### src/rtl/mc_control_sequencer.sv
//------------------------------------------------------------------------------
// mc_control_sequencer
//
// Multi-cycle fetch/decode/control stage for the 8-bit microprocessor. It sits
// directly upstream of the 4x8 register file. Instructions are fetched through
// a valid/ready port into the instruction register (IR). Data-memory accesses
// are sequenced through a req/ack handshake that has a bounded wait.
//
// ISA: IR[7:6] op, IR[5:4] rs, IR[3:2] rt, IR[1:0] rd/imm2
//   00 ADD  rd <- rs + rt
//   01 LW   rt <- mem[rs + sext(imm2)]
//   10 SW   mem[rs + sext(imm2)] <- rt
//   11 JMP  pc <- pc + sext(IR[5:0])   (pc already points past the JMP)
//
// Parameters:
//   PC_RESET     pc value loaded on reset
//   MEM_TIMEOUT  cycles mem_req may wait for mem_ack before abort (1..255)
//
// Optional build macro:
//   CTRL_RETIRE_COUNT_EN  adds output retire_count[15:0] (retired instructions)
//
// Ports:
//   CLK, reset                     clock (rising edge), async active-high reset
//   instr_valid/instr_data         instruction source
//   instr_ready                    high only in FETCH
//   pc                             address of next instruction to fetch
//   read_register_one/two          regfile read addresses (IR rs / IR rt)
//   read_data_one/two              regfile read data
//   write_register/write_data      regfile write address / data
//   RegWrite                       regfile write enable (one cycle in WB)
//   mem_req/mem_we/mem_addr/mem_wdata  data memory request
//   mem_rdata/mem_ack              data memory response
//   mem_err                        sticky memory-timeout flag
//------------------------------------------------------------------------------
`timescale 1ns/1ps

module mc_control_sequencer #(
    parameter logic [7:0]  PC_RESET    = 8'h00,
    parameter int unsigned MEM_TIMEOUT = 15
) (
    input  logic       CLK,
    input  logic       reset,
    input  logic       instr_valid,
    input  logic [7:0] instr_data,
    output logic       instr_ready,
    output logic [7:0] pc,
    output logic [1:0] read_register_one,
    output logic [1:0] read_register_two,
    input  logic [7:0] read_data_one,
    input  logic [7:0] read_data_two,
    output logic [1:0] write_register,
    output logic [7:0] write_data,
    output logic       RegWrite,
    output logic       mem_req,
    output logic       mem_we,
    output logic [7:0] mem_addr,
    output logic [7:0] mem_wdata,
    input  logic [7:0] mem_rdata,
    input  logic       mem_ack,
    output logic       mem_err
`ifdef CTRL_RETIRE_COUNT_EN
    ,
    output logic [15:0] retire_count
`endif
);

    typedef enum logic [1:0] {
        S_FETCH  = 2'b00,
        S_DECODE = 2'b01,
        S_MEM    = 2'b10,
        S_WB     = 2'b11
    } state_t;

    typedef enum logic [1:0] {
        OP_ADD = 2'b00,
        OP_LW  = 2'b01,
        OP_SW  = 2'b10,
        OP_JMP = 2'b11
    } op_t;

    // Last value of the wait counter before the access is abandoned.
    localparam logic [7:0] LP_WAIT_LAST = 8'(MEM_TIMEOUT - 1);

    state_t     r_state;
    state_t     w_next;

    logic [7:0] r_ir;
    logic [7:0] r_pc;
    logic [1:0] r_wreg;
    logic [7:0] r_wdata;
    logic       r_mem_req;
    logic       r_mem_we;
    logic [7:0] r_mem_addr;
    logic [7:0] r_mem_wdata;
    logic       r_mem_err;
    logic [7:0] r_wait;

    op_t        w_op;
    logic [7:0] w_eff_addr;
    logic [7:0] w_jmp_pc;
    logic       w_ack_seen;
    logic       w_abort;

    //--------------------------------------------------------------------------
    // Decode helpers
    //--------------------------------------------------------------------------
    assign w_op       = op_t'(r_ir[7:6]);
    assign w_eff_addr = read_data_one + {{6{r_ir[1]}}, r_ir[1:0]};
    assign w_jmp_pc   = r_pc + {{2{r_ir[5]}}, r_ir[5:0]};

    // An ack only counts while a request is actually outstanding.
    assign w_ack_seen = (r_state == S_MEM) && r_mem_req && mem_ack;
    assign w_abort    = (r_state == S_MEM) && r_mem_req && !mem_ack &&
                        (r_wait == LP_WAIT_LAST);

    //--------------------------------------------------------------------------
    // State register
    //--------------------------------------------------------------------------
    always_ff @(posedge CLK or posedge reset) begin
        if (reset) begin
            r_state <= S_FETCH;
        end else begin
            r_state <= w_next;
        end
    end

    //--------------------------------------------------------------------------
    // Next-state logic
    //--------------------------------------------------------------------------
    always_comb begin
        w_next = r_state;
        case (r_state)
            S_FETCH: begin
                if (instr_valid) begin
                    w_next = S_DECODE;
                end
            end
            S_DECODE: begin
                case (w_op)
                    OP_ADD:  w_next = S_WB;
                    OP_LW:   w_next = S_MEM;
                    OP_SW:   w_next = S_MEM;
                    OP_JMP:  w_next = S_FETCH;
                    default: w_next = S_FETCH;
                endcase
            end
            S_MEM: begin
                if (w_ack_seen) begin
                    w_next = r_mem_we ? S_FETCH : S_WB;
                end else if (w_abort) begin
                    w_next = S_FETCH;
                end
            end
            S_WB: begin
                w_next = S_FETCH;
            end
            default: begin
                w_next = S_FETCH;
            end
        endcase
    end

    //--------------------------------------------------------------------------
    // Datapath registers
    //--------------------------------------------------------------------------
    always_ff @(posedge CLK or posedge reset) begin
        if (reset) begin
            r_ir        <= '0;
            r_pc        <= PC_RESET;
            r_wreg      <= '0;
            r_wdata     <= '0;
            r_mem_req   <= 1'b0;
            r_mem_we    <= 1'b0;
            r_mem_addr  <= '0;
            r_mem_wdata <= '0;
            r_mem_err   <= 1'b0;
            r_wait      <= '0;
        end else begin
            case (r_state)
                S_FETCH: begin
                    if (instr_valid) begin
                        r_ir <= instr_data;
                        r_pc <= r_pc + 8'd1;
                    end
                end
                S_DECODE: begin
                    case (w_op)
                        OP_ADD: begin
                            r_wreg  <= r_ir[1:0];
                            r_wdata <= read_data_one + read_data_two;
                        end
                        OP_LW: begin
                            r_mem_addr <= w_eff_addr;
                            r_mem_we   <= 1'b0;
                            r_mem_req  <= 1'b1;
                            r_wreg     <= r_ir[3:2];
                            r_wait     <= '0;
                        end
                        OP_SW: begin
                            r_mem_addr  <= w_eff_addr;
                            r_mem_wdata <= read_data_two;
                            r_mem_we    <= 1'b1;
                            r_mem_req   <= 1'b1;
                            r_wait      <= '0;
                        end
                        OP_JMP: begin
                            r_pc <= w_jmp_pc;
                        end
                        default: begin
                        end
                    endcase
                end
                S_MEM: begin
                    if (w_ack_seen) begin
                        r_mem_req <= 1'b0;
                        if (!r_mem_we) begin
                            r_wdata <= mem_rdata;
                        end
                    end else if (w_abort) begin
                        r_mem_req <= 1'b0;
                        r_mem_err <= 1'b1;
                    end else begin
                        r_wait <= r_wait + 8'd1;
                    end
                end
                default: begin
                end
            endcase
        end
    end

`ifdef CTRL_RETIRE_COUNT_EN
    //--------------------------------------------------------------------------
    // Retired-instruction counter: WB, SW ack, JMP decode, or timeout abort.
    //--------------------------------------------------------------------------
    logic [15:0] r_retire;
    logic        w_retire;

    assign w_retire = (r_state == S_WB) ||
                      (w_ack_seen && r_mem_we) ||
                      ((r_state == S_DECODE) && (w_op == OP_JMP)) ||
                      w_abort;

    always_ff @(posedge CLK or posedge reset) begin
        if (reset) begin
            r_retire <= '0;
        end else if (w_retire) begin
            r_retire <= r_retire + 16'd1;
        end
    end

    assign retire_count = r_retire;
`endif

    //--------------------------------------------------------------------------
    // Outputs
    //--------------------------------------------------------------------------
    assign instr_ready       = (r_state == S_FETCH);
    assign RegWrite          = (r_state == S_WB);
    assign pc                = r_pc;
    assign read_register_one = r_ir[5:4];
    assign read_register_two = r_ir[3:2];
    assign write_register    = r_wreg;
    assign write_data        = r_wdata;
    assign mem_req           = r_mem_req;
    assign mem_we            = r_mem_we;
    assign mem_addr          = r_mem_addr;
    assign mem_wdata         = r_mem_wdata;
    assign mem_err           = r_mem_err;

endmodule

### config.mk
export PLATFORM = sky130hd
export DESIGN_NAME = mc_control_sequencer
export DESIGN_NICKNAME = d
export VERILOG_FILES = /design/src/rtl/mc_control_sequencer.sv
export SDC_FILE = /design/constraint.sdc
export NUM_CORES = 1
export LEC_CHECK = 0
export BUFFER_PORTS_ARGS = -buffer_cell sky130_fd_sc_hd__buf_2
export CORE_MARGIN = 1
export CORE_UTILIZATION = 39
export CTS_CLUSTER_SIZE = 40
export DETAILED_ROUTE_END_ITERATION = 7
export GPL_TIMING_DRIVEN = 0
export PLACE_DENSITY = 0.61
export SYNTH_ARGS = -nofsm -noshare
export SYNTH_HDL_FRONTEND = slang
export SYNTH_SLANG_ARGS = --single-unit
### constraint.sdc
create_clock -name CLK -period 2.5 [get_ports CLK]
set_clock_uncertainty 0.1 [all_clocks]
set_input_delay 0.25 -clock CLK [delete_from_list [all_inputs] [get_ports CLK]]
set_output_delay 0.25 -clock CLK [all_outputs]
set_load 0.01 [all_outputs]
# Yosys cells after proc, flatten, opt, wreduce, memory -nomap -nowiden
# Cells that the tools add are included.
# op_classes
add_sub_neg,5
mul,0
div,0
order_cmp,0
n_eq_ne,16
shifts,0
mux,23
bitwise_logic,1
n_reduce_logical,23
# op_table
operator,n
2-to-1 mux 8 bit,8
one-hot mux 8 bit (2 select lines),3
adder 8 bit,3
"adder 8 x 1 -> 8 bit, second input constant",2
"!= test 2 bit, second input constant",8
AND reduction 2 bit,6
AND reduction 3 bit,3
"== test 2 bit, second input constant",4
"== test 8 x 4 -> 1 bit, second input constant",1
2-to-1 mux 2 bit,4
one-hot mux 2 bit (4 select lines),1
AND reduction 4 bit,2
nonzero test 2 bit,4
one-hot mux 2 bit (3 select lines),1
"== test 2 x 1 -> 1 bit, second input constant",2
logical AND 1 bit,4
logical NOT 2 bit,2
one-hot mux 1 bit (2 select lines),2
one-hot mux 2 bit (2 select lines),1
2-to-1 mux 1 bit,3
"!= test 3 bit, second input constant",1
OR reduction 2 bit,1
logical NOT 1 bit,1
inverter 1 bit,1
# totals
regBits,55
latch_bits,0
ram_bits,0
mem_bits_ro,0
out_inout_bits,43
memories,0

# Longest topological paths before layout
# Gate-level depths: netlist of run 1.
# depth
depth_word,7
ltp_mapped,12

# Least setup slack after synthesis of run 1
# No wires, ideal clock.
# synth_timing
path_type,register to register
start,register r_state[0]
end,register r_pc[6] (netlist: pc[6])
setup_ns,0.079
arrival_time_ns,2.475
t_required_ns,2.321
slack_ns,-0.154
stages_incl_launch_ff,11
n_path_buf,2
synth_period_minus_slack_ns,2.654
path_cell_list,dfrtp_1 > buf_6 > and2b_1 > clkbuf_1 > and2_1 > ha_1 > nor2b_1 > o31a_1 > or4_1 > a21oi_1 > xor2_1
# synth_via
elab_chain_len,3
elab_cells_between_ends,7
cone_classes,3 x eq/ne; 1 x mux; 3 x reduce/logical
# synth_lines
element,line,rtl
from (decl),84,state_t r_state;
from (signal assigned),123,r_state <= w_next;
== test 2 x 1 -> 1 bit or logical NOT 2 bit (tied branches),179,case (r_state)
!= test 2 bit (no line) or nonzero test 2 bit (tied branches),n/a,
AND reduction 3 bit (no line),n/a,
to (signal assigned),183,r_pc <= r_pc + 8'd1;
to (signal assigned),207,r_pc <= w_jmp_pc;
to (decl),88,logic [7:0] r_pc;
# Several ways; a longest one is shown, not always the timed one.
# A chain may end at the register's enable or synchronous reset.

# Worst setup path after layout of run 1
# Ends and elaborated chain as after synthesis.

==> results.txt, run 1 <==
The synthesized netlist devotes 3.40% of its cell area to XOR and XNOR gates. The logs give 0 for the number of endpoints with negative hold slack in the final report and 40.6% for the starting utilization of the core area. The path with the worst hold slack has its endpoint at r_ir[7]. The transition at the pin with the smallest max-transition slack came out at 0.597 ns. Headroom to the max-slew limit came out at 59.9%. The setup slack of the worst register-to-register path was 0.08 ns. The number of antenna diodes is 0, and the violation count after the first detailed-routing iteration is 93.

The clock-pin slew on the worst setup and hold paths came out at 0.10 ns. Buffers placed on the I/O ports in this run total 78. The tools report the endpoint class of the critical path as a flop.

The first-pass detailed-route iteration total was 4. The via count of the first global-routing pass was 2762; the power consumption was 4.80 mW. CTS saw 55 sinks. Proportion of register bits with asynchronous set or reset after synthesis: 100%. The logs give 2.64 ns for the worst endpoint required time and 5 for the clock buffer count from CTS. In this run the power density over the cells is 1170 nW/µm². The endpoint identified for the worst register-to-register timing path is pc[6]. After routing the design area is 4110 µm².

The number of enable-type register cells in the synthesized netlist was 0; the non-filler instance count after layout was 541. The tools report the net count after synthesis as 408. The flow ran to the end, and the final reports show no timing, DRC or antenna violations.

The detailed-route wire length is 7670 µm, and the average instance area after synthesis is 9.79 µm². The least setup slack across all paths after layout was 0.0803 ns. The die is 94.7 µm wide. By startpoint and endpoint, the worst setup path is classified as flop to flop. Of all nets on the critical path, the largest fanout is 7.

Setup repair after global routing could not meet its margin everywhere. The combinational family with the most area after synthesis is simple AND/OR/NAND/NOR gates. Entering global routing, the biggest net connects 41 pins. The initial antenna violation count was 0.

The root buffer cell chosen for the clock tree is sky130_fd_sc_hd__clkbuf_8. Data arrives at the worst endpoint at 2.56 ns. The run gives 816 as the number of fill cells in the layout. The H-tree depth reported by CTS came out at 2.

Counting cells, the worst reg-to-reg path comes to 9. The logs give 0 for the final-report setup violation count and 0.894 for the routability congestion estimate. The final layout contains 501 nets. The final count of pins violating max slew was 0.

The critical hold path startpoint was instr_data[7]. The worst hold path passes through 3 cells. Synthesis instantiated 49 different standard cells from the library.

The tools report the total number of placement rows as 33. Area occupied by multi-input gates: 1890 µm². The worst register-to-register path begins at r_state[0]. VDD sags by at most 435 µV. After Yosys synthesis, full adders, half adders and majority gates account for 11.9% of the synthesized area. The die covers 8960 µm².

The top cell types in the final layout, fill and taps aside, are sky130_fd_sc_hd__buf_2, sky130_fd_sc_hd__dfrtp_1, sky130_fd_sc_hd__nand2_1, sky130_fd_sc_hd__nor2_1, sky130_fd_sc_hd__ha_1. The longest clock path from root to sink contains 2 buffers. For this design the top-level I/O count stands at 79.

After detailed routing, the number of remaining DRC violations is 0. The vertical extent of the die is 94.7 µm. Before CTS, the worst setup slack after placement is -0.283 ns.

The simple-gate share of the synthesized area was 16.0%; the synthesized-area fraction occupied by ao, oa, aoi and oai cells was 15.5%. The total area inside the core boundary comes to 8260 µm². After detailed routing, the number of vias per cell comes to 5.16.

Flip-flop and latch count after synthesis: 55. The class of the tightest hold or removal check was primary input to flop. TritonCTS built the clock tree. Among all flip-flop cells after synthesis, the most frequent one is sky130_fd_sc_hd__dfrtp_1. The final antenna-violating net count is 0, and the detail-routed net length per standard cell is 14.2 µm. After synthesis, the share of cell area in mux cells is 8.07%. The post-route netlist has 30.3% of its cells at a drive strength greater than 1. The yosys synthesis warning count came out at 0. The layout overhead on the synthesized area is 22.6%. The first global-routing pass estimated 12800 µm of wire. The tools report the global-route congestion overflow total as 0. Detailed placement ended at an HPWL of 6090 µm. Including well taps, the total number of placed cells is 526.

After layout, the worst path uses 96.8% of the clock period. For this block, the via count after detailed routing is 2794. The run gives 342 as the number of instances in the synthesized netlist. The worst setup path is launched from a flop. The register area was 1380 µm². Sequential cells were found to cover 41.1% of the synthesized design area. The logs give 1.99 nW for the static leakage and 3350 µm² for the post-synthesis instance area. Max-cap violations in this run came to 0. The run gives 18.3% as the global-route total usage across every layer. The run gives 3920 µm² as the cell area after placement.

Derived from the worst setup path, the maximum achievable clock frequency is 413 MHz. The library cell used most frequently in the layout, excluding fill and tap cells, is sky130_fd_sc_hd__buf_2. For the finished layout, the period the worst path requires is 2.42 ns. For the worst-skew pair, the clock arrives at the later sink with an insertion delay of 0.31 ns.
power breakdown:
group | total (mW) | switching, mW | internal [mW]
sequential | 1.64 | 0.344 | 1.30
combinational | 2.62 | 1.38 | 1.24
clock | 0.543 | 0.290 | 0.254
total | 4.80 | 2.01 | 2.79
worst max-delay path: stages, from the launching register on:
cell                      delay (ns)
sky130_fd_sc_hd__dfrtp_1        0.39
sky130_fd_sc_hd__buf_6          0.11
sky130_fd_sc_hd__and2b_4        0.18
sky130_fd_sc_hd__and2_1         0.16
sky130_fd_sc_hd__ha_1           0.32
sky130_fd_sc_hd__o21a_1         0.20
sky130_fd_sc_hd__o31a_1         0.11
sky130_fd_sc_hd__or4_4          0.48
sky130_fd_sc_hd__a21oi_2        0.14
sky130_fd_sc_hd__xor2_1         0.15
routing by layer:
metal | part of all wire [%] | GRT usage, % | up-vias
met2 | 49 | 31.3 | 75
met1 | 44 | 23.2 | 1313
met4 | 1.1 | 4.80 | 0
li1 | - | - | 1399
met3 | 5.4 | 4.11 | 7
met5 | 0 | 0 | -
state kept, by name, summed over array words and instances, names as in the netlist:
signal and count:
r_state 2, mem_req 1, write_register 2, r_ir 8, pc 8, write_data 8, mem_wdata 8, mem_we 1
mem_err 1, mem_addr 8, r_wait 8
kinds of logic (layout without fill, tap and decap cells):
family                     count (synthesis)  count (layout)
and+or+nand+nor                          107             107
AOI/OAI and AO/OA                         82              82
DFF                                       55              55
adders and majority gates                 30              30
buffers and inverters                     30             124
muxes                                     25              25
xor gates and xnor gates                  13              13
synthesized netlist by cell type, types with 2 or more instances:
cell type	n	area, µm²
sky130_fd_sc_hd__nor3b_1	3	22.5
sky130_fd_sc_hd__nand4_1	3	18.8
sky130_fd_sc_hd__o31ai_1	4	30.0
sky130_fd_sc_hd__nand2b_1	5	31.3
sky130_fd_sc_hd__a31oi_1	3	18.8
sky130_fd_sc_hd__nand4b_1	2	17.5
sky130_fd_sc_hd__a21oi_1	21	105
sky130_fd_sc_hd__a21o_1	8	60.1
sky130_fd_sc_hd__or4_1	6	45.0
sky130_fd_sc_hd__nand3b_1	3	22.5
sky130_fd_sc_hd__buf_4	4	30.0
sky130_fd_sc_hd__a211oi_1	7	52.6
sky130_fd_sc_hd__xor2_1	5	43.8
sky130_fd_sc_hd__o21bai_1	4	30.0
sky130_fd_sc_hd__nand2_1	34	128
sky130_fd_sc_hd__mux2_2	16	180
sky130_fd_sc_hd__clkbuf_1	9	33.8
sky130_fd_sc_hd__nor3_1	3	15.0
sky130_fd_sc_hd__o21a_1	2	15.0
sky130_fd_sc_hd__dfrtp_1	55	1380
sky130_fd_sc_hd__o21ai_0	22	110
sky130_fd_sc_hd__nor2b_1	4	25.0
sky130_fd_sc_hd__fa_1	3	60.1
sky130_fd_sc_hd__nor2_1	25	93.8
sky130_fd_sc_hd__mux2i_1	9	90.1
sky130_fd_sc_hd__nand3_1	7	35.0
sky130_fd_sc_hd__xnor2_1	8	70.1
sky130_fd_sc_hd__inv_1	15	56.3
sky130_fd_sc_hd__and2_1	6	37.5
sky130_fd_sc_hd__ha_1	27	338
area by class of cell:
type / count / share of cell area, %
Multi-Input combinational cell: 257 / 46.1
Sequential cell: 55 / 33.5
Timing Repair Buffer: 87 / 11.5
Tap cell: 105 / 3.20
Clock buffer: 8 / 2.44
Buffer: 14 / 1.86
Inverter: 15 / 1.37
repair_timing:
action / CTS / global route
hold buffers: 1 / 0
endpoints found under the setup margin: 3 / 3
buffers inserted: 7 / 0
hold endpoints to repair: 15 / 0
resized for setup: 8 / 4
pin swaps: 3 / 8
how the worst max path moves through the flow:
stage,from,end,slack (ns)
after floorplan,r_state[0],pc[6],-0.02
after global placement,r_state[0],pc[6],-0.22
after detailed placement,r_state[0],pc[6],-0.28
after CTS,r_state[1],pc[6],-0.03
after global routing,r_state[1],pc[6],-0.03
final,r_state[0],pc[6],0.08
per-stage QoR:
stage / TNS [ns] / hold WS (ns) / util [%]
finish: 0 / 0.0692 / 49.7
global route: -0.0293 / 0.0684 / 49.7
CTS: -0.0313 / 0.0614 / 49.5
detailed placement: -0.446 / 0.160 / 47.4
global placement: -0.355 / 0.351 / 47.2
floorplan: -0.0237 / 0.267 / -
(Power assumes the default switching activity.)
==> run 2: changes to the inputs <==
==> config.mk (replaced) <==
export PLATFORM = sky130hd
export DESIGN_NAME = mc_control_sequencer
export DESIGN_NICKNAME = d
export VERILOG_FILES = /design/src/rtl/mc_control_sequencer.sv
export SDC_FILE = /design/constraint.sdc
export NUM_CORES = 1
export LEC_CHECK = 0
export CORE_MARGIN = 1
export CORE_UTILIZATION = 39
export CTS_CLUSTER_SIZE = 40
export DETAILED_ROUTE_END_ITERATION = 7
export DONT_BUFFER_PORTS = 1
export PLACE_DENSITY = 0.53
export SYNTH_ARGS = -nofsm -noshare
export SYNTH_HDL_FRONTEND = slang
export SYNTH_SLANG_ARGS = --single-unit
==> run 2 against run 1 <==
Sequential power increased by 11%. Non-clock buffer count decreased by 67. Via count decreased by 9.3%. Clock power increased by 15%. Global-route usage increased by 0.35 points. Wire length increased by 2.0%. Power decreased by 4.4%. First-iteration DRC count unchanged. Fmax decreased by 0.24%. Final cell count decreased by 12%. Combinational power decreased by 18%. Critical path depth unchanged. Critical path type unchanged. Critical endpoint unchanged.
==> results.txt, run 2 (synthesis gave the netlist of run 1 again) <==
Highest cell delay on the worst timing path: 0.48 ns (about the same). Setup repair after global routing could not meet its margin everywhere. The number of antenna diodes came out at 0 (unchanged). The tree is rooted in a sky130_fd_sc_hd__clkbuf_8. The number of top-level design ports is 79 (unchanged). The largest net degree at the start of global routing was 29 (-29%); the final count of pins violating max slew was 0 (unchanged).

The logs give 33 (unchanged) for the total number of placement rows and 93 (unchanged) for the violation count after the first detailed-routing iteration. TritonCTS built the clock tree. The transition at the pin with the smallest max-transition slack was 0.612 ns (+0.0142 ns); the register area was 1380 µm² (unchanged). The static leakage was 1.74 nW (-13%). The run gives 0.820 (-8.3%) as the routability congestion estimate. The setup slack of the worst register-to-register path is 0.07 ns (about the same), and the vertical extent of the die is 94.7 µm (unchanged).

The cell area after placement came out at 3530 µm² (-9.9%). The switching share of power is 43.5% (+1.5 points), and the area occupied by multi-input gates is 1880 µm² (-0.93%). The detailed-route wire length was 7820 µm (+2.0%).

The final cycle utilization of the critical path works out to 97.0% (+0.23 points). The logs give 0 (unchanged) for the number of endpoints with negative hold slack in the final report and 46.7% (-7.9 points) for the portion of total power attributed to combinational logic. The via count of the first global-routing pass is 2568 (-7.0%), and the power per unit of standard cell area is 1190 nW/µm² (+1.8%).

The routed via count was 2534 (-9.3%). The kind of cell with the highest combined delay along the critical path is simple AND/OR/NAND/NOR gates. From synthesis to final layout, the design area changed by 15.1%.

First-pass detailed-route iteration total: 4 (unchanged). The tools report the number of buffers on the longest clock path as 2 (unchanged). The upper clock frequency limit came out at 412 MHz (-0.24%). The global-route total usage across every layer was 18.6% (+0.35 points); the worst slew margin relative to its limit was 59.2% (-0.74 points). Maximum fanout along the worst path: 11 (+4). The top cell types in the final layout, fill and taps aside, are sky130_fd_sc_hd__dfrtp_1, sky130_fd_sc_hd__nand2_1, sky130_fd_sc_hd__nor2_1, sky130_fd_sc_hd__ha_1, sky130_fd_sc_hd__o21ai_0. Clock buffer count from CTS: 5 (unchanged). The final net count came out at 434 (-13%). The fraction of layout cells with a size suffix above 1 works out to 14.1% (-16 points). STA classifies the critical path startpoint as a flop. The H-tree depth reported by CTS was 2 (unchanged).

The power consumption is 4.59 mW (-4.4%). The critical path buffer and inverter count was 1 (unchanged); the placeable core region was 8260 µm² (unchanged). Detail-routed net length per standard cell: 16.5 µm (+16%).

For the worst endpoint required time, the log shows 2.65 ns (about the same). The critical path goes through and2b_2 -> buf_4 -> and2_1 -> ha_4 -> o21a_1 -> o31a_1 -> or4_4 -> a21oi_2 -> xor2_1. The most frequent standard cell in the layout excluding fill and tap cells was sky130_fd_sc_hd__dfrtp_1.

The die boundary width was 94.7 µm (unchanged). Number of max-cap violations: 0 (unchanged). The insertion delay of the later-clocked pin in the worst-skew pair is 0.32 ns (about the same), and the minimum clock period after layout is 2.43 ns (+0.00575 ns).

The run gives 0 (unchanged) as the global-route congestion overflow total. The flow ran to the end, and the final reports show no timing, DRC or antenna violations. The logs give 0 (unchanged) for the final antenna-violating net count and 0 (unchanged) for the initial antenna violation count. The run gives 5990 µm (-1.6%) as the HPWL after detailed placement. The category of the most critical setup path is flop to flop. The worst reg-to-reg path cell count came out at 9 (unchanged). The largest vdd supply drop is 451 µV (+3.8%). Slowest library cell on the worst path: sky130_fd_sc_hd__or4_4. The number of sinks driven by the clock tree is 55 (unchanged).

The area of all placed cells without fillers is 3850 µm² (-6.1%). The hold-critical path depth was 2 (-1). The tightest min-delay check is of the primary input to flop type. The count of cell instances traversed by the critical path came out at 9 (unchanged). The tools report the number of fill cells in the layout as 817 (+0.12%). Count of buffers from port buffering: 0 (-100%). The vias per cell was 5.35 (+3.5%).

The clock-pin slew on the worst setup and hold paths was 0.11 ns (about the same). The final-report setup violation count came out at 0 (unchanged). The switching power total is 2.00 mW (-0.90%).

The tools report the sequential power share as 39.7% (+5.6 points). The run gives 2.58 ns (+0.02 ns) as the critical path data arrival time. The starting utilization of the core area was 40.6% (unchanged). For the wire length of the first global-routing pass, the log shows 12700 µm (-0.54%). The run gives 0 (unchanged) as the residual DRC count. The worst setup path is captured at a flop.

The run gives 8960 µm² (unchanged) as the area enclosed by the die boundary. The internal portion of total power was 2.60 mW (-6.9%); the part of the total power dissipated in the clock network was 13.5% (+2.2 points).
run 2: cell count changes in the layout (fill, tap and decap cells not counted), moves of 2 or more:
cell and delta:
sky130_fd_sc_hd__clkbuf_1 -9, sky130_fd_sc_hd__dlygate4sd3_1 +17, sky130_fd_sc_hd__buf_2 -79, sky130_fd_sc_hd__buf_4 +5, sky130_fd_sc_hd__clkbuf_8 -2
run 2: power by group through the flow:
stage | combinational, mW | clock [mW] | sequential, mW
floorplan | 1.65 | 0 | 1.72
finish | 2.15 | 0.622 | 1.82
CTS | 2.11 | 0.646 | 1.83
detailed placement | 2.08 | 0 | 1.85
global placement | 2.06 | 0 | 1.84
global route | 2.43 | 0.673 | 1.89
run 2: through the flow:
| stage | std cells | setup slack (ns) | util [%] | setup TNS [ns] | hold slack, ns |
|---|---|---|---|---|---|
| 3_5_place_dp | 447 | 0.0662 | 42.7 | 0 | 0.149 |
| 2_1_floorplan | 342 | -0.0237 | - | -0.0237 | 0.267 |
| 4_1_cts | 473 | 0.0416 | 46.3 | 0 | 0.00518 |
| 3_3_place_gp | 447 | 0.121 | 42.7 | 0 | 0.141 |
| 6_report | 474 | 0.0745 | 46.7 | 0 | 0.0107 |
| 5_1_grt | 474 | -0.0170 | 46.7 | -0.0170 | 0.0140 |
run 2: cell type report:
cell class,count,share of cell area (%)
inverters,15,1.46
clock inverters,3,1.20
well taps,105,3.41
multi-input cells,257,48.7
clock buffers,5,1.79
flip-flops and latches,55,35.7
repair buffers,34,7.79
run 2: path summary, 6_finish.rpt:
kind | start | to
max | r_state[0] | pc[6]
min | read_data_two[1] | mem_wdata[1]
max reg2reg | r_state[0] | pc[6]
min reg2reg | pc[7] | pc[7]
max in group asynchronous | reset | mem_addr[1]
min in group asynchronous | reset | write_data[2]
run 2: timing repair:
item,4_1_cts,5_1_grt
endpoints found under the setup margin,0,3
gates resized for setup,0,6
hold buffers,18,0
hold endpoints to repair,43,0
buffers inserted,0,1
run 2: worst reg2reg max path, stage by stage, from the launching register on:
cell	delay, ns
sky130_fd_sc_hd__dfrtp_1	0.39
sky130_fd_sc_hd__and2b_2	0.22
sky130_fd_sc_hd__buf_4	0.17
sky130_fd_sc_hd__and2_1	0.19
sky130_fd_sc_hd__ha_4	0.22
sky130_fd_sc_hd__o21a_1	0.18
sky130_fd_sc_hd__o31a_1	0.11
sky130_fd_sc_hd__or4_4	0.48
sky130_fd_sc_hd__a21oi_2	0.16
sky130_fd_sc_hd__xor2_1	0.14
run 2: metal layers:
layer	part of all wire, %	up-vias	track usage, %
met1	47	1195	25.0
met3	6.7	8	5.23
met2	45	66	29.0
met5	0	-	0
li1	-	1265	-
met4	1.4	0	5.93
==> run 3: changes to the inputs <==
--- a/config.mk
+++ b/config.mk
@@ -10,7 +10,7 @@
 export CTS_CLUSTER_SIZE = 40
 export DETAILED_ROUTE_END_ITERATION = 7
 export DONT_BUFFER_PORTS = 1
-export PLACE_DENSITY = 0.53
+export PLACE_DENSITY = 0.51
 export SYNTH_ARGS = -nofsm -noshare
 export SYNTH_HDL_FRONTEND = slang
 export SYNTH_SLANG_ARGS = --single-unit
==> constraint.sdc (replaced) <==
create_clock -name CLK -period 2.3 [get_ports CLK]
set_clock_uncertainty 0.1 [all_clocks]
set_input_delay 0.23 -clock CLK [delete_from_list [all_inputs] [get_ports CLK]]
set_output_delay 0.23 -clock CLK [all_outputs]
set_load 0.01 [all_outputs]
==> run 3 against run 2 <==
The run now ends with negative setup slack left. Count of clock-buffer cells in the layout unchanged. Final cell count grew 2.5%. Register-to-register slack got worse by 0.09 ns. Sequential share of layout area decreased by 0.95 points. Highest routed layer unchanged. Design area rose by 2.7%. Power up 11%. Largest cell class unchanged. Hold slack gained 0.0031 ns. Fmax increased by 4.8%. Wire length rose by 0.23%. Sequential cell count stayed put. Die area did not move. First-iteration DRC count increased by 12%.
==> results.txt, run 3 (synthesis gave the netlist of run 1 again) <==
The tools report the endpoint class of the critical path as a flop. The final cycle utilization of the critical path was 101% (+3.6 points). The run finished, with violations left. For the HPWL after detailed placement, the log shows 6030 µm (+0.55%).

The number of endpoints with negative hold slack in the final report was 0 (unchanged); the worst slew margin relative to its limit was 60.9% (+1.7 points). The starting utilization of the core area is 40.6% (unchanged). For the final antenna-violating net count, the log shows 0 (unchanged). The class of the tightest hold or removal check was primary input to flop. For the total number of placement rows, the log shows 33 (unchanged). The slowest library cell on the worst path was sky130_fd_sc_hd__or4_4. The logs give 0 (unchanged) for the final count of pins violating max slew and 79 (unchanged) for the number of top-level design ports. The number of max-cap violations came out at 0 (unchanged).

The run gives 2.94 mW (+13%) as the internal portion of total power. The number of buffers on the longest clock path is 2 (unchanged), and the upper clock frequency limit is 432 MHz (+4.8%). Power consumption: 5.12 mW (+11%). The area of all placed cells without fillers is 3960 µm² (+2.7%).

Routed via count: 2573 (+1.5%). The setup path with the least slack is of type flop to flop. TritonCTS built the clock tree.

The logs give 0.784 (-4.4%) for the routability congestion estimate and 0 (unchanged) for the global-route congestion overflow total. The final reports fail on negative setup slack. The tools report the final-report setup violation count as 1 (+1).

The fraction of layout cells with a size suffix above 1 is 17.3% (+3.2 points). Compared with the post-synthesis result, the final layout area differs by 18.2%. The tools report the least setup slack across all paths after layout as -0.0151 ns (-0.0896 ns).

For the switching power total, the log shows 2.18 mW (+9.4%). Placeable core region: 8260 µm² (unchanged). The die boundary width was 94.7 µm (unchanged); the largest vdd supply drop was 463 µV (+2.6%). The portion of total power attributed to combinational logic is 48.8% (+2.1 points). The buffer cell driving the clock tree root is sky130_fd_sc_hd__clkbuf_8. The vertical extent of the die was 94.7 µm (unchanged). The run gives 0 (unchanged) as the residual DRC count. Traced cell by cell, the critical path runs through and2b_2 -> nand2b_1 -> ha_2 -> inv_2 -> fa_2 -> nor2b_2 -> o31a_1 -> or4_4 -> a21oi_2 -> xor2_1. The largest net degree at the start of global routing is 28 (-3.4%).

The area enclosed by the die boundary was 8960 µm² (unchanged); the final net count was 446 (+2.8%). For the setup slack of the worst register-to-register path, the log shows -0.02 ns (-0.09 ns). Leaving out fill and tap cells, the most frequent cell in the layout is sky130_fd_sc_hd__dfrtp_1. For the insertion delay of the later-clocked pin in the worst-skew pair, the log shows 0.31 ns (about the same). The clock-pin slew on the worst setup and hold paths is 0.11 ns (about the same), and the number of antenna diodes is 0 (unchanged). For the wire length of the first global-routing pass, the log shows 12400 µm (-2.2%).

The vias per cell came out at 5.29 (-0.97%). The share of the core filled with cells was 48.0% (+1.3 points); the count of buffers from port buffering was 0 (unchanged). The switching share of power came out at 42.6% (-0.82 points). The detail-routed net length per standard cell works out to 16.1 µm (-2.2%). In the layout the commonest cells are sky130_fd_sc_hd__dfrtp_1, sky130_fd_sc_hd__nand2_1, sky130_fd_sc_hd__buf_4, sky130_fd_sc_hd__nor2_1, sky130_fd_sc_hd__ha_1.

Number of sinks driven by the clock tree: 55 (unchanged). The worst endpoint required time was 2.45 ns (-0.20 ns); the cell area after placement was 3620 µm² (+2.4%). The tools report the detailed-route wire length as 7840 µm (+0.23%).

The initial antenna violation count is 0 (unchanged), and the clock buffer count from CTS is 5 (unchanged). First-pass detailed-route iteration total: 5 (+1). The critical path data arrival time was 2.46 ns (-0.12 ns); the static leakage was 1.80 nW (+3.6%).

The power per unit of standard cell area works out to 1290 nW/µm² (+8.5%). The minimum clock period after layout came out at 2.32 ns (-0.110 ns). The setup slack after placement was -0.159 ns (-0.226 ns). For the H-tree depth reported by CTS, the log shows 2 (unchanged). STA classifies the critical path startpoint as a flop. The violation count after the first detailed-routing iteration is 104 (+12%). The via count of the first global-routing pass was 2601 (+1.3%); the transition at the pin with the smallest max-transition slack was 0.586 ns (-0.0253 ns). The number of fill cells in the layout was 819 (+0.24%). The global-route total usage across every layer was 18.3% (-0.36 points); the part of the total power dissipated in the clock network was 13.3% (-0.2 points). Setup repair after global routing could not meet its margin everywhere. The highest cell delay on the worst timing path came out at 0.42 ns (-0.06 ns). The sequential power share is 37.9% (-1.8 points), and the maximum fanout along the worst path is 5 (-6).
## run 3: cell count changes in the layout (fill, tap and decap cells not counted)
cell / change
sky130_fd_sc_hd__buf_4: +11
sky130_fd_sc_hd__a211oi_1: -1
sky130_fd_sc_hd__a211oi_2: +1
sky130_fd_sc_hd__a21oi_1: -1
sky130_fd_sc_hd__a21oi_2: +1
sky130_fd_sc_hd__clkinv_4: +1
sky130_fd_sc_hd__clkinvlp_4: -1
sky130_fd_sc_hd__dlygate4sd3_1: +1
sky130_fd_sc_hd__nor2b_1: -1
sky130_fd_sc_hd__nor2b_2: +1
## run 3: final timing paths
path | to | depth (start not counted) | start
max | pc[6] | 10 | r_state[1]
min | write_data[5] | 2 | mem_rdata[5]
max reg2reg | pc[6] | 10 | r_state[1]
min reg2reg | pc[7] | 1 | pc[7]
max in group asynchronous | r_wait[7] | 3 | reset
min in group asynchronous | pc[2] | 2 | reset
## run 3: critical path, delay by kind of cell, from the launching register on
family | cells | cell delay (ns)
xor+xnor | 1 | 0.15
fa+ha+maj | 2 | 0.37
buf+inv | 1 | 0.05
simple gates | 4 | 0.80
flops | 1 | 0.39
compound gates | 2 | 0.40
## run 3: power by group through the flow
stage / clock, mW / sequential (mW) / combinational (mW)
after floorplan: 0 / 1.87 / 1.80
after global routing: 0.738 / 2.01 / 2.82
after CTS: 0.705 / 1.95 / 2.49
after detailed placement: 0 / 1.96 / 2.43
after global placement: 0 / 1.97 / 2.39
final: 0.679 / 1.94 / 2.50
## run 3: area by class of cell
cell class              count  area (µm²)  area share, %
multi-input cells         257        1890           47.6
flip-flops and latches     55        1380           34.8
repair buffers             46         393           9.92
well taps                 105         131           3.32
clock buffers               5        68.8           1.74
inverters                  15        56.3           1.42
clock inverters             3        47.5           1.20
## run 3: through the flow
step           setup TNS (ns)  hold slack, ns  cells
2_1_floorplan          -0.224           0.247    342
3_3_place_gp          -0.0831           0.117    458
3_5_place_dp           -0.159           0.116    458
4_1_cts               -0.0770        0.000304    485
5_1_grt                -0.172          0.0294    486
6_report              -0.0151          0.0138    486
## run 3: timing repair
| action | CTS | global route |
|---|---|---|
| endpoints found under the hold margin | 43 | 0 |
| buffers inserted | 0 | 1 |
| gates cloned | 0 | 0 |
| hold buffers | 19 | 0 |
| setup endpoints to repair | 1 | 3 |
| pin swaps | 3 | 3 |
| gates resized for setup | 6 | 2 |
## run 3: metal layers
layer	share of wire, %	GRT usage, %
met5	0	0
met4	0.94	4.55
met3	6.7	5.07
met2	46	29.4
met1	47	24.2
